==> config.mk <==
export PLATFORM = sky130hd
export DESIGN_NAME = jedro_1_sig_mailbox_flat
export DESIGN_NICKNAME = d
export VERILOG_FILES = /design/src/rtl/jedro_1_sig_mailbox_if.sv /design/src/rtl/jedro_1_sig_mailbox.sv /design/src/flat_wrapper.sv
export SDC_FILE = /design/constraint.sdc
export NUM_CORES = 1
export LEC_CHECK = 0
export ABC_CLOCK_PERIOD_IN_PS = 13580
export CAP_MARGIN = 20
export CORE_MARGIN = 4
export CORE_UTILIZATION = 50
export DETAILED_ROUTE_END_ITERATION = 10
export GPL_ROUTABILITY_DRIVEN = 0
export GPL_TIMING_DRIVEN = 0
export HOLD_SLACK_MARGIN = 0.05
export PLACE_DENSITY_LB_ADDON = 0.05
export SLEW_MARGIN = 15
export SYNTH_ARGS = -nofsm -noshare
export SYNTH_HDL_FRONTEND = slang
export SYNTH_SLANG_ARGS = --single-unit
==> constraint.sdc <==
create_clock -name clk_i -period 13.58 [get_ports clk_i]
set_clock_uncertainty 0.2 [all_clocks]
set_input_delay 4.074 -clock clk_i [delete_from_list [all_inputs] [get_ports clk_i]]
set_output_delay 4.074 -clock clk_i [all_outputs]
set_load 0.02 [all_outputs]
==> src/rtl/jedro_1_sig_mailbox_if.sv <==
// Bus bundle for the signature mailbox: register slave port, data-RAM read
// master port and the signature output stream.
//
// Handshakes:
//   dram_*: request is a one-cycle dram_stb. Exactly one cycle later the
//           mailbox pulses dram_ack (dram_rdata valid) or dram_err, or gives
//           no response if the address is outside its window.
//   mrd_*:  mrd_stb/mrd_addr are held stable until mrd_ack. mrd_ack may
//           arrive in the same cycle mrd_stb rises. mrd_rdata is valid with
//           mrd_ack.
//   sig_*:  sig_valid/sig_data/sig_last are held stable until sig_ready. A
//           word transfers on a cycle where sig_valid && sig_ready.
interface jedro_1_sig_mailbox_if #(
  parameter int DATA_WIDTH = 32
);
  logic                  dram_stb;
  logic [3:0]            dram_we;
  logic [DATA_WIDTH-1:0] dram_addr;
  logic [DATA_WIDTH-1:0] dram_wdata;
  logic [DATA_WIDTH-1:0] dram_rdata;
  logic                  dram_ack;
  logic                  dram_err;

  logic                  mrd_stb;
  logic [DATA_WIDTH-1:0] mrd_addr;
  logic [DATA_WIDTH-1:0] mrd_rdata;
  logic                  mrd_ack;

  logic                  sig_valid;
  logic [DATA_WIDTH-1:0] sig_data;
  logic                  sig_last;
  logic                  sig_ready;

  // Mailbox side.
  modport slave (
    input  dram_stb, dram_we, dram_addr, dram_wdata,
    output dram_rdata, dram_ack, dram_err,
    output mrd_stb, mrd_addr,
    input  mrd_rdata, mrd_ack,
    output sig_valid, sig_data, sig_last,
    input  sig_ready
  );

  // Environment side: core, data RAM and signature sink.
  modport master (
    output dram_stb, dram_we, dram_addr, dram_wdata,
    input  dram_rdata, dram_ack, dram_err,
    input  mrd_stb, mrd_addr,
    output mrd_rdata, mrd_ack,
    input  sig_valid, sig_data, sig_last,
    output sig_ready
  );
endinterface

==> src/rtl/jedro_1_sig_mailbox.sv <==
// Signature/halt mailbox. Software programs the signature window and writes
// HALT; the mailbox then reads every word of [START,END) from data RAM and
// streams it out, finally raising done_o (sticky until reset).
module jedro_1_sig_mailbox #(
  parameter int                    DATA_WIDTH = 32,
  parameter logic [DATA_WIDTH-1:0] BASE_ADDR  = 32'hFFFF_FFF0
) (
  input  logic                   clk_i,
  input  logic                   rstn_i,
  jedro_1_sig_mailbox_if.slave   bus,
  output logic                   halted_o,
  output logic                   done_o,
  output logic [1:0]             dbg_state
);

  typedef enum logic [1:0] {
    S_IDLE  = 2'd0,
    S_FETCH = 2'd1,
    S_SEND  = 2'd2,
    S_DONE  = 2'd3
  } state_t;

  state_t                state_q, state_n;
  logic [DATA_WIDTH-1:0] start_q, end_q, ptr_q, data_q;
  logic                  halted_q, halt_go_q;
  logic                  busy;
  logic [DATA_WIDTH:0]   ptr_inc;
  logic                  last_beat;

  // Register window decode.
  logic                  sel, is_rd, is_wr, locked, req_err, wr_ok;
  logic [1:0]            reg_idx;
  logic [DATA_WIDTH-1:0] rd_mux;
  logic                  unused_bits;

  assign sel     = bus.dram_stb && (bus.dram_addr[DATA_WIDTH-1:4] == BASE_ADDR[DATA_WIDTH-1:4]);
  assign reg_idx = bus.dram_addr[3:2];
  assign is_rd   = (bus.dram_we == 4'b0000);
  assign is_wr   = (bus.dram_we == 4'b1111);
  // Once HALT is accepted the configuration is frozen; this also covers the
  // single cycle between the HALT ack and the FSM leaving IDLE.
  assign locked  = (state_q != S_IDLE) || halted_q;
  assign req_err = (!is_rd && !is_wr) || (is_wr && ((reg_idx == 2'd3) || locked));
  assign wr_ok   = sel && is_wr && !req_err;

  assign unused_bits = ^{bus.dram_addr[1:0], bus.dram_wdata[1]};

  // 33-bit increment so a pointer wrapping past the top counts as the end.
  assign ptr_inc   = {1'b0, ptr_q} + {{DATA_WIDTH{1'b0}}, 1'b0} + (DATA_WIDTH+1)'(4);
  assign last_beat = (ptr_inc >= {1'b0, end_q});
  assign busy      = (state_q == S_FETCH) || (state_q == S_SEND);

  // Register read mux; HALT reads as zero.
  always_comb begin
    rd_mux = '0;
    case (reg_idx)
      2'd0:    rd_mux = start_q;
      2'd1:    rd_mux = end_q;
      2'd2:    rd_mux = '0;
      default: rd_mux = {{(DATA_WIDTH-3){1'b0}}, done_o, busy, halted_q};
    endcase
  end

  // Slave response: one-cycle ack/err pulse after the sampled strobe.
  always_ff @(posedge clk_i or negedge rstn_i) begin
    if (!rstn_i) begin
      bus.dram_ack   <= 1'b0;
      bus.dram_err   <= 1'b0;
      bus.dram_rdata <= '0;
    end else begin
      bus.dram_ack   <= sel && !req_err;
      bus.dram_err   <= sel && req_err;
      bus.dram_rdata <= (sel && is_rd) ? rd_mux : '0;
    end
  end

  // Configuration registers and halt request; errored writes fall through.
  always_ff @(posedge clk_i or negedge rstn_i) begin
    if (!rstn_i) begin
      start_q   <= '0;
      end_q     <= '0;
      halted_q  <= 1'b0;
      halt_go_q <= 1'b0;
    end else begin
      if ((state_q == S_IDLE) && halt_go_q) halt_go_q <= 1'b0;
      if (wr_ok) begin
        case (reg_idx)
          2'd0: start_q <= {bus.dram_wdata[DATA_WIDTH-1:2], 2'b00};
          2'd1: end_q   <= {bus.dram_wdata[DATA_WIDTH-1:2], 2'b00};
          2'd2: if (bus.dram_wdata[0]) begin
            halted_q  <= 1'b1;
            halt_go_q <= 1'b1;
          end
          default: ;
        endcase
      end
    end
  end

  // FSM state register.
  always_ff @(posedge clk_i or negedge rstn_i) begin
    if (!rstn_i) state_q <= S_IDLE;
    else         state_q <= state_n;
  end

  // Dump datapath: read pointer and captured RAM word.
  always_ff @(posedge clk_i or negedge rstn_i) begin
    if (!rstn_i) begin
      ptr_q  <= '0;
      data_q <= '0;
    end else begin
      case (state_q)
        S_IDLE:  if (halt_go_q) ptr_q <= start_q;
        S_FETCH: if (bus.mrd_ack) data_q <= bus.mrd_rdata;
        S_SEND:  if (bus.sig_ready) ptr_q <= ptr_inc[DATA_WIDTH-1:0];
        default: ;
      endcase
    end
  end

  // FSM next-state logic; an empty window goes straight to DONE.
  always_comb begin
    state_n = state_q;
    case (state_q)
      S_IDLE:  if (halt_go_q) state_n = (start_q < end_q) ? S_FETCH : S_DONE;
      S_FETCH: if (bus.mrd_ack) state_n = S_SEND;
      S_SEND:  if (bus.sig_ready) state_n = last_beat ? S_DONE : S_FETCH;
      S_DONE:  state_n = S_DONE;
      default: state_n = S_IDLE;
    endcase
  end

  // FSM outputs; fetch and send are mutually exclusive by state.
  always_comb begin
    bus.mrd_stb   = (state_q == S_FETCH);
    bus.mrd_addr  = (state_q == S_FETCH) ? ptr_q : '0;
    bus.sig_valid = (state_q == S_SEND);
    bus.sig_data  = (state_q == S_SEND) ? data_q : '0;
    bus.sig_last  = (state_q == S_SEND) && last_beat;
    done_o        = (state_q == S_DONE);
    halted_o      = halted_q;
    dbg_state     = state_q;
  end

endmodule

==> src/flat_wrapper.sv <==
// flat-port wrapper written by rule: the top's interface ports become plain ports
module jedro_1_sig_mailbox_flat 
#(
  parameter int                    DATA_WIDTH = 32,
  parameter logic [DATA_WIDTH-1:0] BASE_ADDR  = 32'hFFFF_FFF0
)
  (clk_i, rstn_i, halted_o, done_o, dbg_state, bus_dram_stb, bus_dram_we, bus_dram_addr, bus_dram_wdata, bus_dram_rdata, bus_dram_ack, bus_dram_err, bus_mrd_stb, bus_mrd_addr, bus_mrd_rdata, bus_mrd_ack, bus_sig_valid, bus_sig_data, bus_sig_last, bus_sig_ready);
  jedro_1_sig_mailbox_if #(.DATA_WIDTH(DATA_WIDTH)) bus_i ();
  input  logic clk_i;
  input  logic rstn_i;
  output logic halted_o;
  output logic done_o;
  output logic [1:0] dbg_state;
  input wire logic [$bits(bus_i.dram_stb)-1:0] bus_dram_stb;
  input wire logic [$bits(bus_i.dram_we)-1:0] bus_dram_we;
  input wire logic [$bits(bus_i.dram_addr)-1:0] bus_dram_addr;
  input wire logic [$bits(bus_i.dram_wdata)-1:0] bus_dram_wdata;
  output wire logic [$bits(bus_i.dram_rdata)-1:0] bus_dram_rdata;
  output wire logic [$bits(bus_i.dram_ack)-1:0] bus_dram_ack;
  output wire logic [$bits(bus_i.dram_err)-1:0] bus_dram_err;
  output wire logic [$bits(bus_i.mrd_stb)-1:0] bus_mrd_stb;
  output wire logic [$bits(bus_i.mrd_addr)-1:0] bus_mrd_addr;
  input wire logic [$bits(bus_i.mrd_rdata)-1:0] bus_mrd_rdata;
  input wire logic [$bits(bus_i.mrd_ack)-1:0] bus_mrd_ack;
  output wire logic [$bits(bus_i.sig_valid)-1:0] bus_sig_valid;
  output wire logic [$bits(bus_i.sig_data)-1:0] bus_sig_data;
  output wire logic [$bits(bus_i.sig_last)-1:0] bus_sig_last;
  input wire logic [$bits(bus_i.sig_ready)-1:0] bus_sig_ready;
  assign bus_i.dram_stb = bus_dram_stb;
  assign bus_i.dram_we = bus_dram_we;
  assign bus_i.dram_addr = bus_dram_addr;
  assign bus_i.dram_wdata = bus_dram_wdata;
  assign bus_dram_rdata = bus_i.dram_rdata;
  assign bus_dram_ack = bus_i.dram_ack;
  assign bus_dram_err = bus_i.dram_err;
  assign bus_mrd_stb = bus_i.mrd_stb;
  assign bus_mrd_addr = bus_i.mrd_addr;
  assign bus_i.mrd_rdata = bus_mrd_rdata;
  assign bus_i.mrd_ack = bus_mrd_ack;
  assign bus_sig_valid = bus_i.sig_valid;
  assign bus_sig_data = bus_i.sig_data;
  assign bus_sig_last = bus_i.sig_last;
  assign bus_i.sig_ready = bus_sig_ready;
  jedro_1_sig_mailbox #(.DATA_WIDTH(DATA_WIDTH), .BASE_ADDR(BASE_ADDR)) u_core (.clk_i(clk_i), .rstn_i(rstn_i), .bus(bus_i), .halted_o(halted_o), .done_o(done_o), .dbg_state(dbg_state));
endmodule
==> run_summary.xml <==
<?xml version="1.0" encoding="UTF-8"?>
<metrics>
  <group name="floorplanning">
    <metric name="fp.coreArea" unit="sq um">18000</metric>
    <metric name="pin_count" unit="">210</metric>
    <metric name="initial_utilization" unit="">0.507</metric>
    <metric name="chipHeight" unit="microns">143</metric>
    <metric name="die_area" unit="sq um">20400</metric>
    <metric name="standard_cell_row_count" unit="">49</metric>
    <metric name="die-width" unit="microns">143</metric>
  </group>
  <group name="logic_synthesis">
    <metric name="synthMuxAreaShare" unit="">0.150</metric>
    <metric name="synthTopCellsByArea" unit="">sky130_fd_sc_hd__dfrtp_1 44%, sky130_fd_sc_hd__mux2_2 9.4%, sky130_fd_sc_hd__ha_1 8.9%, sky130_fd_sc_hd__and2_1 4.3%, sky130_fd_sc_hd__mux2i_1 3.6%</metric>
    <metric name="synth_ff_type" unit="">sky130_fd_sc_hd__dfrtp_1</metric>
    <metric name="adder_cell_area_share_of_the_yosys_netlist" unit="">0.0893</metric>
    <metric name="ys.warnings.count" unit="">0</metric>
    <metric name="synth_cell_type_count" unit="">58</metric>
    <metric name="netlist.top_cell.by_area" unit="">sky130_fd_sc_hd__dfrtp_1</metric>
    <metric name="synth_enable_flop_cells" unit="">0</metric>
    <metric name="postSynthAreaPerCell" unit="sq um">10.3</metric>
    <metric name="yosys_register_bits" unit="">160</metric>
    <metric name="synth-compound-area-share" unit="">0.0942</metric>
    <metric name="yosysSeqAreaShare" unit="">0.440</metric>
    <metric name="postSynthCellCount" unit="">882</metric>
    <metric name="synth_top_family_by_area" unit="">simple AND/OR/NAND/NOR gates</metric>
    <metric name="synth-simple-area-share" unit="">0.159</metric>
    <metric name="synthDominantCellAreaShare" unit="">0.440</metric>
    <metric name="async_reset_ff_frac" unit="">1.00</metric>
    <metric name="mappedNetlistArea" unit="sq um">9100</metric>
    <metric name="yosys.area_share.xor_xnor" unit="">0.0269</metric>
  </group>
  <group name="setup_path">
    <metric name="critical_path.startpoint_type" unit="">register</metric>
    <metric name="critical_path_s_slowest_cell" unit="">sky130_fd_sc_hd__clkdlybuf4s50_1</metric>
    <metric name="required" unit="ns">9.31</metric>
    <metric name="crit_cells" unit="">15</metric>
    <metric name="worst_r2r_path_depth" unit="">14</metric>
    <metric name="crit_path_frequent_cell" unit="">sky130_fd_sc_hd__ha_1</metric>
    <metric name="reg2reg_setup_slack" unit="ns">8.98</metric>
    <metric name="critPathMaxFanout" unit="">10</metric>
    <metric name="setup.worst_path.end" unit="">bus_sig_last</metric>
    <metric name="critical_path.startpoint" unit="">u_core.ptr_q[2]$_DFFE_PN0P_</metric>
    <metric name="critical_setup_path_class" unit="">reg -&gt; out</metric>
    <metric name="worst_path_largest_cell_delay" unit="ns">0.63</metric>
    <metric name="worst_path_dominant_cell_family" unit="">simple AND/OR/NAND/NOR gates</metric>
    <metric name="worstPathCellList" unit="">ha_1 &gt; nand3_2 &gt; or4_4 &gt; buf_6 &gt; nor3_2 &gt; nand2_1 &gt; xnor2_1 &gt; ha_1 &gt; nand4_1 &gt; nor4bb_1 &gt; o31ai_1 &gt; o311ai_0 &gt; a41oi_1 &gt; nand3_1 &gt; clkdlybuf4s50_1</metric>
    <metric name="regToRegStartpoint" unit="">u_core.ptr_q[2]$_DFFE_PN0P_</metric>
    <metric name="worst_ep_arrival_time" unit="ns">5.26</metric>
    <metric name="critical_path.endpoint_type" unit="">output port</metric>
    <metric name="cp.buffers_inverters" unit="">2</metric>
    <metric name="r2r_endpoint" unit="">u_core.dbg_state[1]$_DFFE_PN0P_</metric>
  </group>
  <group name="clock_tree">
    <metric name="max_h_tree_level" unit="">4</metric>
    <metric name="cts_resized" unit="">0</metric>
    <metric name="cts_tree" unit="">built</metric>
    <metric name="cts.sinks" unit="">160</metric>
    <metric name="cts-hold-fix-buffers" unit="">0</metric>
    <metric name="cts.repair_timing.setup_buffer_count" unit="">0</metric>
    <metric name="clock_path_buffers" unit="">2</metric>
    <metric name="cts_root_buf" unit="">sky130_fd_sc_hd__clkbuf_16</metric>
    <metric name="tritoncts_buffer_count" unit="">17</metric>
    <metric name="clock_latency" unit="ns">0.43</metric>
    <metric name="cts.reportedPaths.clkPinSlew" unit="ns">0.06</metric>
  </group>
  <group name="routing">
    <metric name="dr_total_vias" unit="">7481</metric>
    <metric name="drt-total-wl" unit="microns">24300</metric>
    <metric name="wire_per_inst" unit="microns">18.1</metric>
    <metric name="drc" unit="">0</metric>
    <metric name="antenna_left" unit="">0</metric>
    <metric name="detailedRoute.firstPassIterationCount" unit="">7</metric>
    <metric name="detail_route.vias_per_cell" unit="">5.55</metric>
    <metric name="initialDrtViolationCount" unit="">556</metric>
  </group>
  <group name="global_route">
    <metric name="grt_overflow" unit="">0</metric>
    <metric name="grtUsageMet2" unit="">0.386</metric>
    <metric name="gr-usage-met1" unit="">0.349</metric>
    <metric name="global_route.usage.met3" unit="">0.0425</metric>
    <metric name="global_route.peak_usage_layer" unit="">met2</metric>
    <metric name="grt_antenna_before_repair" unit="">0</metric>
    <metric name="first_global_vias" unit="">7477</metric>
    <metric name="grt_first_pass_wirelength" unit="microns">39200</metric>
    <metric name="globalRouteTotalUtil" unit="">0.244</metric>
    <metric name="maximum_number_of_pins_on_one_net_before_global_route_repair" unit="">94</metric>
  </group>
  <group name="cells_and_area">
    <metric name="relative_area_change_from_synthesis_to_final_layout" unit="%">32.8</metric>
    <metric name="num_antenna_cells" unit="">0</metric>
    <metric name="net_total_in_the_final_layout" unit="">1276</metric>
    <metric name="final-instance-count-excl-fill" unit="">1348</metric>
    <metric name="drive_gt1_frac" unit="">0.114</metric>
  </group>
  <group name="outcome">
    <metric name="run_status" unit="">finished clean</metric>
  </group>
  <group name="place">
    <metric name="port-buffer-count" unit="">203</metric>
    <metric name="placed_cells_incl_taps" unit="">1316</metric>
    <metric name="dp_hpwl" unit="microns">18200</metric>
  </group>
  <group name="timing">
    <metric name="fin_tns_setup" unit="ns">0</metric>
    <metric name="final.period_utilization" unit="">0.702</metric>
    <metric name="final-max-slew-violation-count" unit="">0</metric>
    <metric name="tightest_slew" unit="ns">0.980</metric>
    <metric name="setup_violations" unit="">0</metric>
    <metric name="timing.slew.headroom" unit="">0.347</metric>
    <metric name="worst_hold_slack" unit="ns">0.298</metric>
    <metric name="hold_violations" unit="">0</metric>
    <metric name="grt_setup_unrepaired" unit="">false</metric>
    <metric name="layout_min_cycle_time" unit="ns">9.53</metric>
    <metric name="clock.fmax" unit="MHz">105</metric>
  </group>
  <group name="job">
    <metric name="max_cap_viols" unit="">0</metric>
  </group>
  <group name="power_and_ir_drop">
    <metric name="p_leak" unit="uW">0.00555</metric>
    <metric name="power_density" unit="nW/um^2">85.5</metric>
    <metric name="vdd_ir_drop_max" unit="V">0.0000864</metric>
  </group>
  <group name="min_path">
    <metric name="hold_class" unit="">reg -&gt; reg</metric>
  </group>
</metrics>
==> cells in the mapped netlist, types with 8 or more instances <==
cell	n
sky130_fd_sc_hd__nand4_1	25
sky130_fd_sc_hd__mux2i_1	33
sky130_fd_sc_hd__a21oi_1	61
sky130_fd_sc_hd__xor2_1	9
sky130_fd_sc_hd__mux2_1	16
sky130_fd_sc_hd__ha_1	65
sky130_fd_sc_hd__dfrtp_1	160
sky130_fd_sc_hd__o22ai_1	14
sky130_fd_sc_hd__mux2_2	76
sky130_fd_sc_hd__nand2_1	52
sky130_fd_sc_hd__nand3_1	34
sky130_fd_sc_hd__o21ai_0	28
sky130_fd_sc_hd__buf_1	8
sky130_fd_sc_hd__nor2_1	54
sky130_fd_sc_hd__xnor2_1	19
sky130_fd_sc_hd__a2bb2oi_1	11
sky130_fd_sc_hd__inv_1	42
sky130_fd_sc_hd__and2_1	63
sky130_fd_sc_hd__clkbuf_1	32
==> worst reg2reg max path: cells and delay by family (launching register included) <==
| family | cells | cell delay (ns) |
|---|---|---|
| simple gates | 6 | 1.99 |
| compound gates | 4 | 0.90 |
| fa+ha+maj | 2 | 0.63 |
| flops | 1 | 0.45 |
| buf+inv | 1 | 0.17 |
| xor+xnor | 1 | 0.17 |
==> metal layers <==
layer,up-vias,wire length [microns],share of wire
met2,240,11600,0.48
li1,3584,-,-
met3,32,1230,0.050
met5,-,0,0
met4,0,403,0.017
met1,3625,11100,0.46
==> how the worst min path moves through the flow <==
stage                                  start                             to  slack (ns)  cells after the start
2_1_floorplan   u_core.data_q[0]$_DFFE_PN0P_   u_core.data_q[0]$_DFFE_PN0P_        0.27                      1
3_3_place_gp   u_core.data_q[14]$_DFFE_PN0P_  u_core.data_q[14]$_DFFE_PN0P_        0.28                      1
3_5_place_dp   u_core.data_q[28]$_DFFE_PN0P_  u_core.data_q[28]$_DFFE_PN0P_        0.29                      1
4_1_cts        u_core.data_q[28]$_DFFE_PN0P_  u_core.data_q[28]$_DFFE_PN0P_        0.30                      1
5_1_grt        u_core.data_q[22]$_DFFE_PN0P_  u_core.data_q[22]$_DFFE_PN0P_        0.31                      1
6_report       u_core.data_q[10]$_DFFE_PN0P_  u_core.data_q[10]$_DFFE_PN0P_        0.30                      1
==> state kept, by name, summed over array words and instances, names as in the netlist <==
signal                 flops
u_core.bus.dram_err        1
u_core.end_q              30
u_core.bus.dram_ack        1
u_core.start_q            30
u_core.dbg_state           2
u_core.halt_go_q           1
u_core.bus.dram_rdata     32
u_core.ptr_q              30
u_core.data_q             32
u_core.halted_o            1
==> report_power, final <==
part,leakage [uW],switching (uW),internal [uW],total (uW)
sequential,0.00222,0.00000000321,477,477
combinational,0.00301,20.0,29.5,49.4
clock,0.000310,197,310,508
==> cells in the final DEF (no fill, tap or decap), drive strengths merged, types with 19 or more instances in the layout <==
cell type,synthesis,routed
nand3,36,36
ha,65,65
buf,17,19
nor2,54,54
o21ai,29,29
nand2,52,52
dfrtp,160,160
clkdlybuf4s50,0,202
mux2i,33,33
a21oi,61,61
clkbuf,32,53
nand4,25,25
mux2,92,92
and2,64,64
xnor2,19,19
inv,42,44
==> cells by family after synthesis <==
logic type | after synthesis
adders and majority gates | 65
xor gates and xnor gates | 28
buffers and inverters | 91
other | 1
DFF | 160
and+or+nand+nor | 268
AOI/OAI and AO/OA | 144
muxes | 125
==> area by class of cell <==
type / instances / area, sq um
multi-input combinational: 632 / 4740
sequential: 160 / 4000
buffer: 49 / 206
clock buffer: 21 / 480
clock inverter: 11 / 151
inverter: 42 / 158
timing repair buffer: 204 / 2060
fill: 1447 / 5870
tap: 229 / 287
==> metrics by stage <==
stage	util	worst slack [ns]	area, sq um	power, uW
after detailed placement	0.638	4.59	11500	536
after global placement	0.636	1.50	11400	534
final	0.673	4.05	12100	1030
after floorplan	-	6.08	9110	492
after CTS	0.673	4.12	12100	1040
after global routing	0.673	3.87	12100	1070
(Power assumes the default switching activity.)
